===== config.mk =====
export PLATFORM = sky130hd
export DESIGN_NAME = vga_timing_output
export DESIGN_NICKNAME = d
export VERILOG_FILES = /design/src/rtl/vga_pkg.sv /design/src/rtl/vga_delay_line.sv /design/src/rtl/vga_timing_output.sv
export SDC_FILE = /design/constraint.sdc
export NUM_CORES = 1
export LEC_CHECK = 0
export CAP_MARGIN = 40
export CORE_MARGIN = 5
export CORE_UTILIZATION = 35
export CTS_CLUSTER_SIZE = 25
export DETAILED_ROUTE_END_ITERATION = 10
export SKIP_CTS_REPAIR_TIMING = 1
export SLEW_MARGIN = 10
export SYNTH_ARGS = -nofsm -noshare
export SYNTH_HDL_FRONTEND = slang
export SYNTH_HIERARCHICAL = 1
export SYNTH_SLANG_ARGS = --single-unit
export TNS_END_PERCENT = 10

===== constraint.sdc =====
create_clock -name clk -period 2.6 [get_ports clk]
set_input_delay 0.52 -clock clk [delete_from_list [all_inputs] [get_ports clk]]
set_output_delay 0.52 -clock clk [all_outputs]
set_load 0.05 [all_outputs]

===== src/rtl/vga_pkg.sv =====
// rtl/vga_pkg.sv - shared VGA timing constants, totals helper and control-bit bundle
package vga_pkg;

   // 640x480@60 with a 25.175 MHz pixel clock
   localparam int VGA_H_ACTIVE = 640;
   localparam int VGA_H_FP     = 16;
   localparam int VGA_H_SYNC   = 96;
   localparam int VGA_H_BP     = 48;
   localparam int VGA_V_ACTIVE = 480;
   localparam int VGA_V_FP     = 10;
   localparam int VGA_V_SYNC   = 2;
   localparam int VGA_V_BP     = 33;
   localparam int VGA_COLOR_W  = 8;

   function automatic int vga_total(input int active, input int fp, input int sync, input int bp);
      return active + fp + sync + bp;
   endfunction

   localparam int VGA_H_TOTAL = vga_total(VGA_H_ACTIVE, VGA_H_FP, VGA_H_SYNC, VGA_H_BP);
   localparam int VGA_V_TOTAL = vga_total(VGA_V_ACTIVE, VGA_V_FP, VGA_V_SYNC, VGA_V_BP);

   typedef struct packed {
      logic active;
      logic hs;
      logic vs;
   } vga_ctrl_t;

   localparam int VGA_CTRL_W = $bits(vga_ctrl_t);

endpackage


===== src/rtl/vga_delay_line.sv =====
// rtl/vga_delay_line.sv - clearable shift register; DEPTH = 0 degenerates to a wire
module vga_delay_line #(
   parameter int WIDTH = 1,
   parameter int DEPTH = 1
) (
   input  logic             clk,
   input  logic             reset,
   input  logic             clear,
   input  logic [WIDTH-1:0] din,
   output logic [WIDTH-1:0] dout
);

   generate
      if (DEPTH == 0) begin : g_wire
         logic unused_ctrl;
         assign unused_ctrl = &{1'b0, clk, reset, clear};
         assign dout = din;
      end else begin : g_shift
         logic [WIDTH-1:0] stage [DEPTH];

         always_ff @(posedge clk) begin
            if (!reset || clear) begin
               for (int i = 0; i < DEPTH; i++) begin
                  stage[i] <= '0;
               end
            end else begin
               stage[0] <= din;
               for (int i = 1; i < DEPTH; i++) begin
                  stage[i] <= stage[i-1];
               end
            end
         end

         assign dout = stage[DEPTH-1];
      end
   endgenerate

endmodule


===== src/rtl/vga_timing_output.sv =====
// rtl/vga_timing_output.sv - VGA timing generator and output stage aligned to the pixel generator latency
module vga_timing_output
   import vga_pkg::*;
#(
   parameter int H_ACTIVE = VGA_H_ACTIVE,
   parameter int H_FP     = VGA_H_FP,
   parameter int H_SYNC   = VGA_H_SYNC,
   parameter int H_BP     = VGA_H_BP,
   parameter int V_ACTIVE = VGA_V_ACTIVE,
   parameter int V_FP     = VGA_V_FP,
   parameter int V_SYNC   = VGA_V_SYNC,
   parameter int V_BP     = VGA_V_BP,
   parameter int H_POL    = 0,
   parameter int V_POL    = 0,
   parameter int COLOR_W  = VGA_COLOR_W,
   parameter int LATENCY  = 2,
   parameter int X_W      = 10,
   parameter int Y_W      = 10
) (
   input  logic               clk,
   input  logic               reset,
   input  logic               enable,
   input  logic [COLOR_W-1:0] color_in,
   output logic [X_W-1:0]     pixel_x,
   output logic [Y_W-1:0]     pixel_y,
   output logic               pixel_req,
   output logic               frame_start,
   output logic               line_start,
   output logic [COLOR_W-1:0] color,
   output logic               de,
   output logic               HSync,
   output logic               VSync
);

   localparam int H_TOTAL = vga_total(H_ACTIVE, H_FP, H_SYNC, H_BP);
   localparam int V_TOTAL = vga_total(V_ACTIVE, V_FP, V_SYNC, V_BP);

   localparam logic [X_W-1:0] H_LAST      = X_W'(H_TOTAL - 1);
   localparam logic [X_W-1:0] H_ACT_END   = X_W'(H_ACTIVE);
   localparam logic [X_W-1:0] H_SYNC_BEG  = X_W'(H_ACTIVE + H_FP);
   localparam logic [X_W-1:0] H_SYNC_END  = X_W'(H_ACTIVE + H_FP + H_SYNC);
   localparam logic [Y_W-1:0] V_LAST      = Y_W'(V_TOTAL - 1);
   localparam logic [Y_W-1:0] V_ACT_END   = Y_W'(V_ACTIVE);
   localparam logic [Y_W-1:0] V_SYNC_BEG  = Y_W'(V_ACTIVE + V_FP);
   localparam logic [Y_W-1:0] V_SYNC_END  = Y_W'(V_ACTIVE + V_FP + V_SYNC);

   localparam logic H_LVL = 1'(H_POL);
   localparam logic V_LVL = 1'(V_POL);

   logic [X_W-1:0] h_cnt;
   logic [Y_W-1:0] v_cnt;
   logic           h_wrap;
   logic           v_wrap;

   vga_ctrl_t ctrl_s0;
   vga_ctrl_t ctrl_d;

   assign h_wrap = (h_cnt == H_LAST);
   assign v_wrap = (v_cnt == V_LAST);

   // enable low parks the counters at the origin so restart is always a fresh frame
   always_ff @(posedge clk) begin
      if (!reset || !enable) begin
         h_cnt <= '0;
         v_cnt <= '0;
      end else if (h_wrap) begin
         h_cnt <= '0;
         v_cnt <= v_wrap ? '0 : v_cnt + Y_W'(1);
      end else begin
         h_cnt <= h_cnt + X_W'(1);
      end
   end

   always_comb begin
      ctrl_s0        = '0;
      ctrl_s0.active = enable && (h_cnt < H_ACT_END) && (v_cnt < V_ACT_END);
      ctrl_s0.hs     = enable && (h_cnt >= H_SYNC_BEG) && (h_cnt < H_SYNC_END);
      ctrl_s0.vs     = enable && (v_cnt >= V_SYNC_BEG) && (v_cnt < V_SYNC_END);
   end

   assign pixel_x     = h_cnt;
   assign pixel_y     = v_cnt;
   assign pixel_req   = ctrl_s0.active;
   assign line_start  = enable && (h_cnt == '0);
   assign frame_start = enable && (h_cnt == '0) && (v_cnt == '0);

   // matches the generator's pipeline so sync/de meet the colour they belong to
   vga_delay_line #(
      .WIDTH (VGA_CTRL_W),
      .DEPTH (LATENCY)
   ) u_ctrl_delay (
      .clk   (clk),
      .reset (reset),
      .clear (!enable),
      .din   (ctrl_s0),
      .dout  (ctrl_d)
   );

   always_ff @(posedge clk) begin
      if (!reset || !enable) begin
         color <= '0;
         de    <= 1'b0;
         HSync <= ~H_LVL;
         VSync <= ~V_LVL;
      end else begin
         de    <= ctrl_d.active;
         color <= ctrl_d.active ? color_in : '0;
         HSync <= ctrl_d.hs ? H_LVL : ~H_LVL;
         VSync <= ctrl_d.vs ? V_LVL : ~V_LVL;
      end
   end

endmodule


Yosys cells after proc, flatten, opt, wreduce, memory -nomap -nowiden
Memories as Yosys holds them, arrays and structs flattened.
Cells that the tools add are included.
{"block": "totals", "wordCells": 43, "ram_bits": 6, "output_inout_bits": 34, "input_bits": 11, "latch_bits": 0, "mem_bits_ro": 0, "register_bits": 31, "mem_count": 1}
{"block": "op_classes", "eq_ne": 2, "reduce_logical": 15, "muxes": 8, "n_addsub": 2, "shifts": 0, "n_div": 0, "mul": 0, "n_bitwise": 3, "order_cmp": 6}
{"memory": "u_ctrl_delay.g_shift.stage", "words": 2, "width": 3, "read_ports": 2, "rd_clocked_by_memory_dff": 0, "wr": 2, "line": "vga_delay_line.sv:19", "text": "logic [WIDTH-1:0] stage [DEPTH];"}
{"cell": "$add 10x1->10 const B", "n": 2}
{"cell": "$eq 10x10->1 const B", "n": 2}
{"cell": "$logic_not 10->1", "n": 2}
{"cell": "$lt 10x10->1 const B", "n": 2}
{"cell": "$lt 10x9->1 const B", "n": 2}
{"cell": "$ge 10x10->1 const B", "n": 1}
{"cell": "$ge 10x9->1 const B", "n": 1}
{"cell": "$mux 10", "n": 1}
{"cell": "$logic_and 1x1->1", "n": 8}
{"cell": "$mux 3", "n": 2}
{"cell": "$mux 1", "n": 5}
{"cell": "$reduce_or 2->1", "n": 2}
{"cell": "$logic_not 1->1", "n": 2}
{"cell": "$or 1x1->1", "n": 2}
{"cell": "$logic_or 1x1->1", "n": 1}
{"cell": "$not 1->1", "n": 1}

Longest topological paths before layout
Gate-level depths: netlist of the first run.
{"block": "logic_depth", "word_depth": 5, "ltp_mapped": 6, "ltp_nobuf": 6}

Hierarchy
The synthesis of the first run kept the hierarchy.
{"mod": "vga_timing_output", "n_inst": 1, "cells_per_inst": 149, "area_per_inst_um2": 1345.0, "seq_area_each_um2": 620.6}
{"mod": "vga_delay_line", "n_inst": 1, "cells_per_inst": 15, "area_per_inst_um2": 195.2, "seq_area_each_um2": 120.1}

Least setup slack after synthesis of the first run
OpenSTA, ideal clock, no wires.
{"block": "synth_timing", "path_type": "register to output", "startpoint": "register h_cnt[0] (netlist: pixel_x[0])", "endpoint": "output port frame_start", "stages_incl_launch_ff": 6, "path_slack_ps": -1472, "path_buffers": 0, "arrival_ps": 3552, "required_ps": 2080, "path_cell_list": "dfxtp_1 -> inv_1 -> ha_1 -> or4b_2 -> nor4_1 -> and4_1"}
{"block": "synth_via", "elab_chain_len": 3}
{"element": "start, declared", "line": "vga_timing_output.sv:50", "text": "logic [X_W-1:0] h_cnt;"}
{"element": "start signal, assigned", "line": "vga_timing_output.sv:70", "text": "h_cnt <= h_cnt + X_W'(1);"}
{"element": "$logic_not 10->1"}
{"element": "$logic_and 1x1->1"}
{"element": "named net line_start", "line": "vga_timing_output.sv:28", "text": "output logic line_start,"}
{"element": "$logic_and 1x1->1", "line": "vga_timing_output.sv:85", "text": "assign frame_start = enable && (h_cnt == '0) && (v_cnt == '0);"}
{"element": "end, declared", "line": "vga_timing_output.sv:27", "text": "output logic frame_start,"}
The timed path passes the listed nets, and every way through them passes these cells.

Worst setup path after layout of the first run
{"block": "layout_timing", "startpoint": "register h_cnt[0] (netlist: pixel_x[0])", "endpoint": "output port frame_start"}
{"block": "layout_via", "elab_chain_len": 3}
{"element": "$logic_not 10->1", "line": "vga_timing_output.sv:85"}
{"element": "$logic_and 1x1->1 (2 in series)", "line": "vga_timing_output.sv:85"}
Every way passes these cells.

==> results of run 1 <==
## routing by layer
metal	vias up	share of wire, %	GRT usage [%]
li1	663	-	-
met1	647	42	15.4
met2	34	50	23.1
met3	7	5.8	4.73
met4	0	1.9	5.77
met5	-	0	0
## logic make-up after synthesis
logic type / share of synthesized area, %
DFF: 48.1
and+or+nand+nor: 32.2
buffers and inverters: 4.87
xor gates and xnor gates: 5.69
adders and majority gates: 3.25
AOI/OAI and AO/OA: 5.93
## power groups by stage
stage | Sequential (mW) | Clock (mW) | Combinational, mW
5_1_grt | 0.571 | 0.429 | 0.0869
2_1_floorplan | 0.591 | 0 | 0.0319
3_3_place_gp | 0.584 | 0 | 0.0815
3_5_place_dp | 0.584 | 0 | 0.0829
4_1_cts | 0.571 | 0.403 | 0.0831
6_report | 0.571 | 0.388 | 0.0821
## worst min path at each step
stage	from	endpoint	slack, ns
after floorplan	u_ctrl_delay/g_shift.stage[0][0]	u_ctrl_delay/g_shift.stage[0][3]	0.45
after global placement	u_ctrl_delay/g_shift.stage[0][3]	VSync	0.35
after detailed placement	u_ctrl_delay/g_shift.stage[0][3]	VSync	0.36
after CTS	u_ctrl_delay/g_shift.stage[0][3]	VSync	0.38
after global routing	u_ctrl_delay/g_shift.stage[0][3]	VSync	0.40
final	u_ctrl_delay/g_shift.stage[0][3]	VSync	0.37
## flip-flops by register name, summed over array words and instances, names as in the netlist
signal	cells
pixel_x	10
pixel_y	10
color	8
u_ctrl_delay/g_shift.stage	6
HSync	1
VSync	1
de	1
## layout by cell type (no fill, tap or decap), types with 5 or more instances in the layout
master,netlist,routed
clkbuf_8,0,5
nand2_1,13,13
nand4_1,5,5
nand3_1,9,9
or3_1,5,5
a21oi_1,5,5
dfxtp_1,37,32
xor2_1,6,6
clkdlybuf4s50_1,0,41
and3b_1,6,6
nor2_1,12,12
o21ai_0,6,6
and2_1,9,9
## metrics by stage
step / cell area (um^2) / setup TNS (ns) / hold slack [ns] / util [%]
floorplan: 1570 / -0.0703 / 0.448 / -
global placement: 2080 / 0 / 0.346 / 48.1
detailed placement: 2080 / 0 / 0.359 / 48.1
CTS: 2160 / 0 / 0.375 / 50.1
global route: 2160 / 0 / 0.396 / 50.1
finish: 2160 / 0 / 0.371 / 50.1
## cell type report
type,instances,area (um^2)
fill,419,2160
sequential,37,752
multi-input combinational,114,746
timing repair buffer,47,493
clock buffer,5,68.8
tap,52,65.1
inverter,6,22.5
clock inverter,3,17.5
==> key figures, run 1 <==
Layout
  • Layout Nets: 226
  • Antenna diodes: 0
  • Fin cells: 264
  • Share of layout cells above drive strength 1: 13.7%
  • Area grow syn2layout: 40.5%

Critical path
  • CP Buf/Inv Count: 2
  • Worst setup SP type: register
  • Reg2reg end: pixel_y[6]
  • Arr. time, crit path: 1.98 ns
  • Slowest stage delay, CP: 0.47 ns
  • RR Startpoint: pixel_x[7]
  • Critical path cell sequence: inv_2 -> ha_1 -> or4b_4 -> nor4_4 -> and4_4 -> buf_12
  • Critical Path End Type: primary output
  • R2R setup slack: 0.50 ns
  • CP Launch Point: pixel_x[0]
  • Delay-heaviest family, CP: simple AND/OR/NAND/NOR gates
  • CP Max Fanout: 6
  • Slowest CP cell: or4b_4
  • Worst EP required: 2.08 ns
  • Worst reg-to-reg path cell count: 4
  • Critical Path Stages: 6
  • Crit path kind: reg -> out
  • CP endpoint: frame_start

Yosys
  • Synthesized area: 1540 um^2
  • Avg Inst Size Synth: 9.39 um^2
  • Seq cells post-synth: 37
  • Sequential area share after synthesis: 48.1%
  • Main area contributors after synthesis: dfxtp_1 48%, and2_1 3.7%, and3b_1 3.4%
  • Ys async rst share: 0%
  • Post-synth EDFFs: 0
  • Syn Inst Count: 164
  • Cell accounting for the most synthesized area: dfxtp_1
  • Ys Warns: 6
  • Most common cell in the netlist: dfxtp_1
  • Post-synth top cells: 37 x dfxtp_1, 13 x nand2_1, 12 x nor2_1, 9 x and2_1, 9 x nand3_1
  • Post-synthesis cell type count: 31
  • Synth Flop Type: dfxtp_1
  • Yosys top cell area share: 48.1%
  • Net Count, Synth: 179

Placed design
  • Port bufs: 44
  • Placed cell count: 256
  • Final GP Congestion: 0.817
  • Pre-CTS WS: 0.119 ns
  • HPWL after detailed placement: 2850 um

Global route
  • Largest net degree at the start of global routing: 13
  • Initial antenna violation count: 0
  • Remaining Overflow, GRT: 0
  • First-pass GRT wire length: 6490 um
  • Global Route Usage Sum: 13.6%
  • Vias in the first global route: 1396

Power
  • Power share of the sequential group: 54.8%
  • Pwr dens: 481 nW/um^2
  • Combinational share of power: 7.9%
  • Net Sw Power: 0.247 mW
  • Internal: 0.794 mW
  • Leakage: 0.776 nW
  • Max VDD drop: 251 uV
  • Switching share of power: 23.7%
  • Clock share of power: 37.3%
  • Total power: 1.04 mW

Worst hold path
  • Hold Crit Class: reg -> reg
  • Hold path depth: 1

Timing
  • Worst slew pin tran: 0.514 ns
  • Final setup skew: 0.00291 ns
  • Final setup viols: 0
  • Final WS setup: 0.105 ns
  • Minimum clock period: 2.50 ns
  • RSZ-0062 raised after global routing: no
  • Tcrit/Tclk final: 96.0%
  • Max Slew Vio Count: 0
  • Slew HR: 65.6%
  • Fmax: 401 MHz
  • Hold Violations, Final: 0

Clock tree
  • Inserted Clock Buffers: 5
  • Htree depth: 2
  • Reg clk slew, reported paths: 0.07 ns
  • Clock Latency Late Sink: 0.29 ns
  • Root Buffer Master: clkbuf_8
  • Clk buf depth: 2
  • CTS tree: built
  • CTS sink count: 37

Detailed routing
  • Final WL: 3790 um
  • Starting DRT DRC Count: 72
  • Initial DRT Pass Iterations: 4
  • Wire per inst: 14.3 um
  • Antenna violation net count after detailed routing: 0
  • DR DRC count: 0
  • DR vias/cell: 5.12
  • Vias: 1351

Floorplan
  • Rows: 24
  • Full die area: 5830 um^2
  • Core Footprint: 4320 um^2
  • Initial Util: 35.6%
  • Num ports: 45
  • Die Y-Extent: 76.3 um
  • Die W: 76.3 um

Run status
  • Outcome: finished clean

Job
  • MaxCap Viol Count: 0
(Power assumes the default switching activity.)
==> run 2: changes to the inputs <==
--- a/config.mk
+++ b/config.mk
@@ -7,9 +7,10 @@
 export LEC_CHECK = 0
 export CAP_MARGIN = 40
 export CORE_MARGIN = 5
-export CORE_UTILIZATION = 35
+export CORE_UTILIZATION = 42
 export CTS_CLUSTER_SIZE = 25
 export DETAILED_ROUTE_END_ITERATION = 10
+export PLACE_DENSITY = 0.72
 export SKIP_CTS_REPAIR_TIMING = 1
 export SLEW_MARGIN = 10
 export SYNTH_ARGS = -nofsm -noshare
==> run 2 against run 1 <==
  * Cell area grew 0.81%
  * Clock skew grew 0.0055 ns
  * Count of clock-buffer cells in the layout grew 2
  * Utilization grew 10 points
  * Critical path depth is the same
  * Via count shrank 2.4%
  * Setup slack gained 0.011 ns
  * Register-to-register slack lost 0.03 ns
  * Combinational power shrank 0.6%
  * Final cell count shrank 1.9%
==> key figures, run 2 (synthesis gave the netlist of run 1 again) <==
Layout
  • Layout Nets: 225 (was 226)
  • Area of the multi-input gates: 746 um^2 (unchanged)
  • Design area: 2180 um^2 (was 2160 um^2)
  • Most frequent cells in the layout: 41 x clkdlybuf4s50_1, 32 x dfxtp_1, 13 x nand2_1, 12 x nor2_1 (unchanged)
  • Share of layout cells above drive strength 1: 12.8% (was 13.7%)
  • FILL cells: 312 (was 419)
  • Reg area: 752 um^2 (unchanged)
  • Antenna diodes: 0 (unchanged)
  • Area grow syn2layout: 41.7% (was 40.5%)
  • Leading cell type in the layout, fill and taps excluded: clkdlybuf4s50_1 (unchanged)
  • Fin cells: 259 (was 264)

Floorplan
  • Full die area: 4980 um^2 (was 5830 um^2)
  • Core Footprint: 3610 um^2 (was 4320 um^2)
  • Die W: 70.6 um (was 76.3 um)
  • Num ports: 45 (unchanged)
  • Die Y-Extent: 70.6 um (was 76.3 um)
  • Initial Util: 42.7% (was 35.6%)
  • Rows: 22 (was 24)

Critical path
  • Crit path kind: reg -> out (unchanged)
  • Worst EP required: 2.08 ns (about the same)
  • Arr. time, crit path: 1.96 ns (was 1.98 ns)
  • CP Max Fanout: 6 (unchanged)
  • Worst setup SP type: register (unchanged)
  • Critical Path End Type: primary output (unchanged)

Global route
  • Initial antenna violation count: 0 (unchanged)
  • GR Layer Usage met3: 6.39% (was 4.73%)
  • Largest net degree at the start of global routing: 12 (was 13)
  • Global Route Usage Sum: 14.9% (was 13.6%)
  • Grt met2 use: 22.8% (was 23.1%)
  • First-pass GRT wire length: 5860 um (was 6490 um)
  • Remaining Overflow, GRT: 0 (unchanged)
  • Busiest grt layer: met2 (unchanged)
  • Vias in the first global route: 1227 (was 1396)
  • Grt met1 use: 18.7% (was 15.4%)

Timing
  • Worst slew pin tran: 0.510 ns (was 0.514 ns)
  • Hold Violations, Final: 0 (unchanged)
  • Fmax: 402 MHz (was 401 MHz)
  • Final setup skew: 0.00845 ns (was 0.00291 ns)
  • Minimum clock period: 2.48 ns (was 2.50 ns)
  • Final WS setup: 0.115 ns (was 0.105 ns)
  • Slew HR: 65.9% (was 65.6%)
  • Tcrit/Tclk final: 95.6% (was 96.0%)
  • RSZ-0062 raised after global routing: no (unchanged)
  • Max Slew Vio Count: 0 (unchanged)
  • Final hold slack: 0.369 ns (was 0.371 ns)
  • Fin Setup TNS: 0 ns (unchanged)
  • Final setup viols: 0 (unchanged)

Clock tree
  • Reg clk slew, reported paths: 0.07 ns (about the same)
  • Root Buffer Master: clkbuf_8 (unchanged)
  • Clk buf depth: 2 (unchanged)
  • Clock Latency Late Sink: 0.29 ns (about the same)
  • Inserted Clock Buffers: 5 (unchanged)
  • CTS tree: built (unchanged)
  • CTS sink count: 37 (unchanged)
  • Htree depth: 2 (unchanged)

Detailed routing
  • Vias: 1319 (was 1351)
  • DR vias/cell: 5.09 (was 5.12)
  • Antenna violation net count after detailed routing: 0 (unchanged)
  • Starting DRT DRC Count: 67 (was 72)
  • Final WL: 3570 um (was 3790 um)
  • Wire per inst: 13.8 um (was 14.3 um)
  • Initial DRT Pass Iterations: 4 (unchanged)
  • DR DRC count: 0 (unchanged)

Power
  • Combinational share of power: 7.0% (was 7.9%)
  • Net Sw Power: 0.243 mW (was 0.247 mW)
  • Internal: 0.922 mW (was 0.794 mW)
  • Leakage: 0.786 nW (was 0.776 nW)
  • Switching share of power: 20.8% (was 23.7%)
  • Power share of the sequential group: 49.0% (was 54.8%)
  • Pwr dens: 534 nW/um^2 (was 481 nW/um^2)
  • Max VDD drop: 268 uV (was 251 uV)
  • Clock share of power: 44.0% (was 37.3%)

Worst hold path
  • Hold Crit Class: reg -> reg (unchanged)

Placed design
  • Cell Area, Placed: 2070 um^2 (was 2080 um^2)
  • HPWL after detailed placement: 2610 um (was 2850 um)
  • Final GP Congestion: 0.878 (was 0.817)
  • Placed cell count: 251 (was 256)
  • Port bufs: 44 (unchanged)
  • Pre-CTS WS: 0.147 ns (was 0.119 ns)

Run status
  • Outcome: finished clean (unchanged)

Job
  • MaxCap Viol Count: 0 (unchanged)
[run 2: changes by cell type in the layout (fill, tap and decap cells not counted)]
cell	before	now
clkinv_2	2	0
clkbuf_1	0	1
bufinv_16	0	1
clkbuf_8	5	6
clkinvlp_4	1	0
buf_4	3	2
[run 2: path summary, 6_finish.rpt]
kind                                                        from     endpoint  slack, ns  depth (start not counted)
worst max-delay path                                  pixel_x[0]  frame_start       0.12                          6
worst min-delay path            u_ctrl_delay/g_shift.stage[0][3]        VSync       0.37                          1
worst max register to register                        pixel_x[5]   pixel_y[6]       0.47                          4
worst min register to register  u_ctrl_delay/g_shift.stage[0][3]        VSync       0.37                          1
[run 2: worst max-delay path, stage by stage, from the launching register on]
cell	delay, ns
dfxtp_4	0.37
inv_2	0.05
ha_1	0.12
or4b_4	0.46
nor4_4	0.27
and4_4	0.28
buf_12	0.13
[run 2: per-layer routing]
layer	up-vias	part of all wire, %	wire length (um)
li1	662	-	-
met1	606	45	1620
met2	45	45	1590
met3	6	8.3	298
met4	0	1.7	60
met5	-	0	0
[run 2: final cells by class]
cell class                 instances  share of cell area, %
clock inverter                     1                   1.38
sequential                        37                   34.5
multi-input combinational        114                   34.2
tap                               48                   2.75
inverter                           6                   1.03
timing repair buffer              46                   22.2
clock buffer                       7                   3.96
[run 2: metrics by stage]
step / power (mW) / util [%]
floorplan: 0.623 / -
global placement: 0.665 / 57.3
detailed placement: 0.666 / 57.3
CTS: 1.18 / 60.5
global route: 1.21 / 60.5
finish: 1.16 / 60.5
[run 2: power by group through the flow]
| stage | Clock, mW | Sequential (mW) | Combinational (mW) |
|---|---|---|---|
| 2_1_floorplan | 0 | 0.591 | 0.0319 |
| 3_3_place_gp | 0 | 0.584 | 0.0811 |
| 3_5_place_dp | 0 | 0.584 | 0.0816 |
| 4_1_cts | 0.524 | 0.571 | 0.0821 |
| 5_1_grt | 0.550 | 0.571 | 0.0865 |
| 6_report | 0.512 | 0.571 | 0.0816 |
==> edit: new RTL, settings of run 2 <==
Set the parameter `LATENCY` to 4 (it was 2).
--- a/src/rtl/vga_timing_output.sv
+++ b/src/rtl/vga_timing_output.sv
@@ -14,5 +14,5 @@
    parameter int V_POL    = 0,
    parameter int COLOR_W  = VGA_COLOR_W,
-   parameter int LATENCY  = 2,
+   parameter int LATENCY  = 4,
    parameter int X_W      = 10,
    parameter int Y_W      = 10
Check against the original RTL: not equivalent (a bounded check fails within 4 cycles, from zero or initial values).
==> edit against run 2 <==
- worst setup slack better by 0.021 ns
- power is 1.0% lower
- maximum frequency is 0.85% higher
- global-route usage is 1.0 points lower
- die area is 9.4% higher
- sequential cell count is 6 higher
- wire length is 3.1% lower
- worst hold slack worse by 0.0011 ns
- design area is 7.7% higher
- sequential share of layout area is 2.6 points higher
- area after synthesis is 11% higher
- synthesized cell count is 6.7% higher
- critical path depth stayed put
==> edit: results (changes against run 2) <==
| Metric | Value |
|---|---|
| Pleak | `0.8761 nW (+12%)` |
| Net count after synthesis | `190 (+6.1%)` |
| Worst flop-to-flop path startpoint | `pixel_x[5]` |
| Clock latency on the worst-skew pair | `0.29 ns (about the same)` |
| Biggest area contributors in the synthesized netlist | `sky130_fd_sc_hd__dfxtp_1, sky130_fd_sc_hd__and3b_1, sky130_fd_sc_hd__and2_1` |
| Vias per cell | `4.960 (-2.6%)` |
| Number of DRC markers after the initial detailed-route iteration | `73 (+9.0%)` |
| Peak ir drop on the vdd network | `0.0003545 V (+32%)` |
| XOR/XNOR share of the synthesized area | `0.05124 (-0.005620)` |
| Via total after detailed routing | `1,369 (+3.8%)` |
| Commonest cells in the synthesized netlist | `sky130_fd_sc_hd__dfxtp_1, sky130_fd_sc_hd__nand2_1, sky130_fd_sc_hd__nor2_1, sky130_fd_sc_hd__and3b_1` |
| HPWL after detailed placement | `2542 um (-2.7%)` |
| Slew Limit Headroom | `0.5979 (-0.06105)` |
| Synthesized-area fraction occupied by ao, oa, aoi and oai cells | `0.05344 (-0.005861)` |
| Cells after DPL | `268 (+6.8%)` |
| Maximum buffer depth of the clock tree | `2 (unchanged)` |
| Share of synthesized area occupied by flip-flops and latches | `0.5037 (+0.02275)` |
| Share of synthesized cell area in full adder, half adder and majority cells | `0.02928 (-0.003211)` |
| Hold path startpoint | `u_ctrl_delay/g_shift.stage[3][1]` |
| Average cell area after synthesis | `9.767 um^2 (+4.0%)` |
| Largest net degree at the start of global routing | `15 (+3)` |
| Final Routed Wirelength | `3462 um (-3.1%)` |
| Filler cell count in the final layout | `365 (+17%)` |
| GPL Wtd Cong | `0.7867 (-10%)` |
| Worst reg2reg endpoint | `pixel_y[4]` |
| Gr usage total | `0.1385 (-0.01025)` |
| Arrival time worst endpoint | `1.94 ns (-0.02 ns)` |
| Status | `completed` |
| Final layout net count | `240 (+6.7%)` |
| Unique cell type count in the Yosys netlist | `32 (+3.2%)` |
## edit: cell types whose count changed in the layout (fill, tap and decap cells not counted)
cell and delta:
sky130_fd_sc_hd__and3b_2 +2, sky130_fd_sc_hd__dfxtp_1 +6, sky130_fd_sc_hd__clkbuf_8 -1, sky130_fd_sc_hd__buf_4 +3, sky130_fd_sc_hd__clkinvlp_4 +1, sky130_fd_sc_hd__bufinv_16 -1, sky130_fd_sc_hd__clkinv_2 +1, sky130_fd_sc_hd__and3b_1 +4
## edit: worst max-delay path by stage
stage / startpoint / end / slack, ns / depth (start not counted)
6_report: pixel_x[0] / frame_start / 0.14 / 6
5_1_grt: pixel_x[0] / frame_start / 0.06 / 6
4_1_cts: pixel_x[0] / frame_start / 0.12 / 6
3_5_place_dp: enable / frame_start / 0.15 / 5
3_3_place_gp: enable / frame_start / 0.15 / 5
2_1_floorplan: pixel_x[0] / frame_start / -0.07 / 5
## edit: critical path, delay by kind of cell (launching register included)
family | cells | cell delay [ns]
and+or+nand+nor | 3 | 0.98
DFF | 1 | 0.37
adders and majority gates | 1 | 0.12
buffers and inverters | 2 | 0.18
## edit: metal layers
layer | track usage | wire length [um]
met5 | 0 | 0
met4 | 0.03823 | 58
met1 | 0.1852 | 1666
met2 | 0.1988 | 1502
met3 | 0.06566 | 235
## edit: logic make-up (layout without fill, tap and decap cells)
family	count (synthesis)	in the layout
fa+ha+maj	4	4
compound gates	16	16
simple gates	90	90
xor+xnor	10	10
buf+inv	12	63
flops	43	43
## edit: metrics by stage
stage	power [mW]	utilization	area (um^2)	worst slack, ns	hold WS (ns)
6_report	1.153	0.5920	2351	0.1362	0.3677
5_1_grt	1.202	0.5920	2351	0.06089	0.3747
4_1_cts	1.169	0.5920	2351	0.1162	0.3710
3_5_place_dp	0.7615	0.5706	2266	0.1496	0.3520
3_3_place_gp	0.7617	0.5706	2266	0.1494	0.3453
2_1_floorplan	0.7187	-	1742	-0.07035	0.3434
## edit: power breakdown
group / internal [mW] / switching [mW] / leakage (nW)
registers: 0.659 / 0.00239 / 0.350
clock network: 0.188 / 0.221 / 0.0412
logic: 0.0432 / 0.0399 / 0.485
total: 0.890 / 0.263 / 0.876
## edit: area by class of cell
| type | instances | area share |
|---|---|---|
| Multi-Input combinational cell | 120 | 0.3406 |
| Clock buffer | 6 | 0.03087 |
| Sequential cell | 43 | 0.3709 |
| Clock inverter | 2 | 0.005322 |
| Timing Repair Buffer | 49 | 0.2161 |
| Inverter | 6 | 0.009580 |
| Tap cell | 50 | 0.02661 |
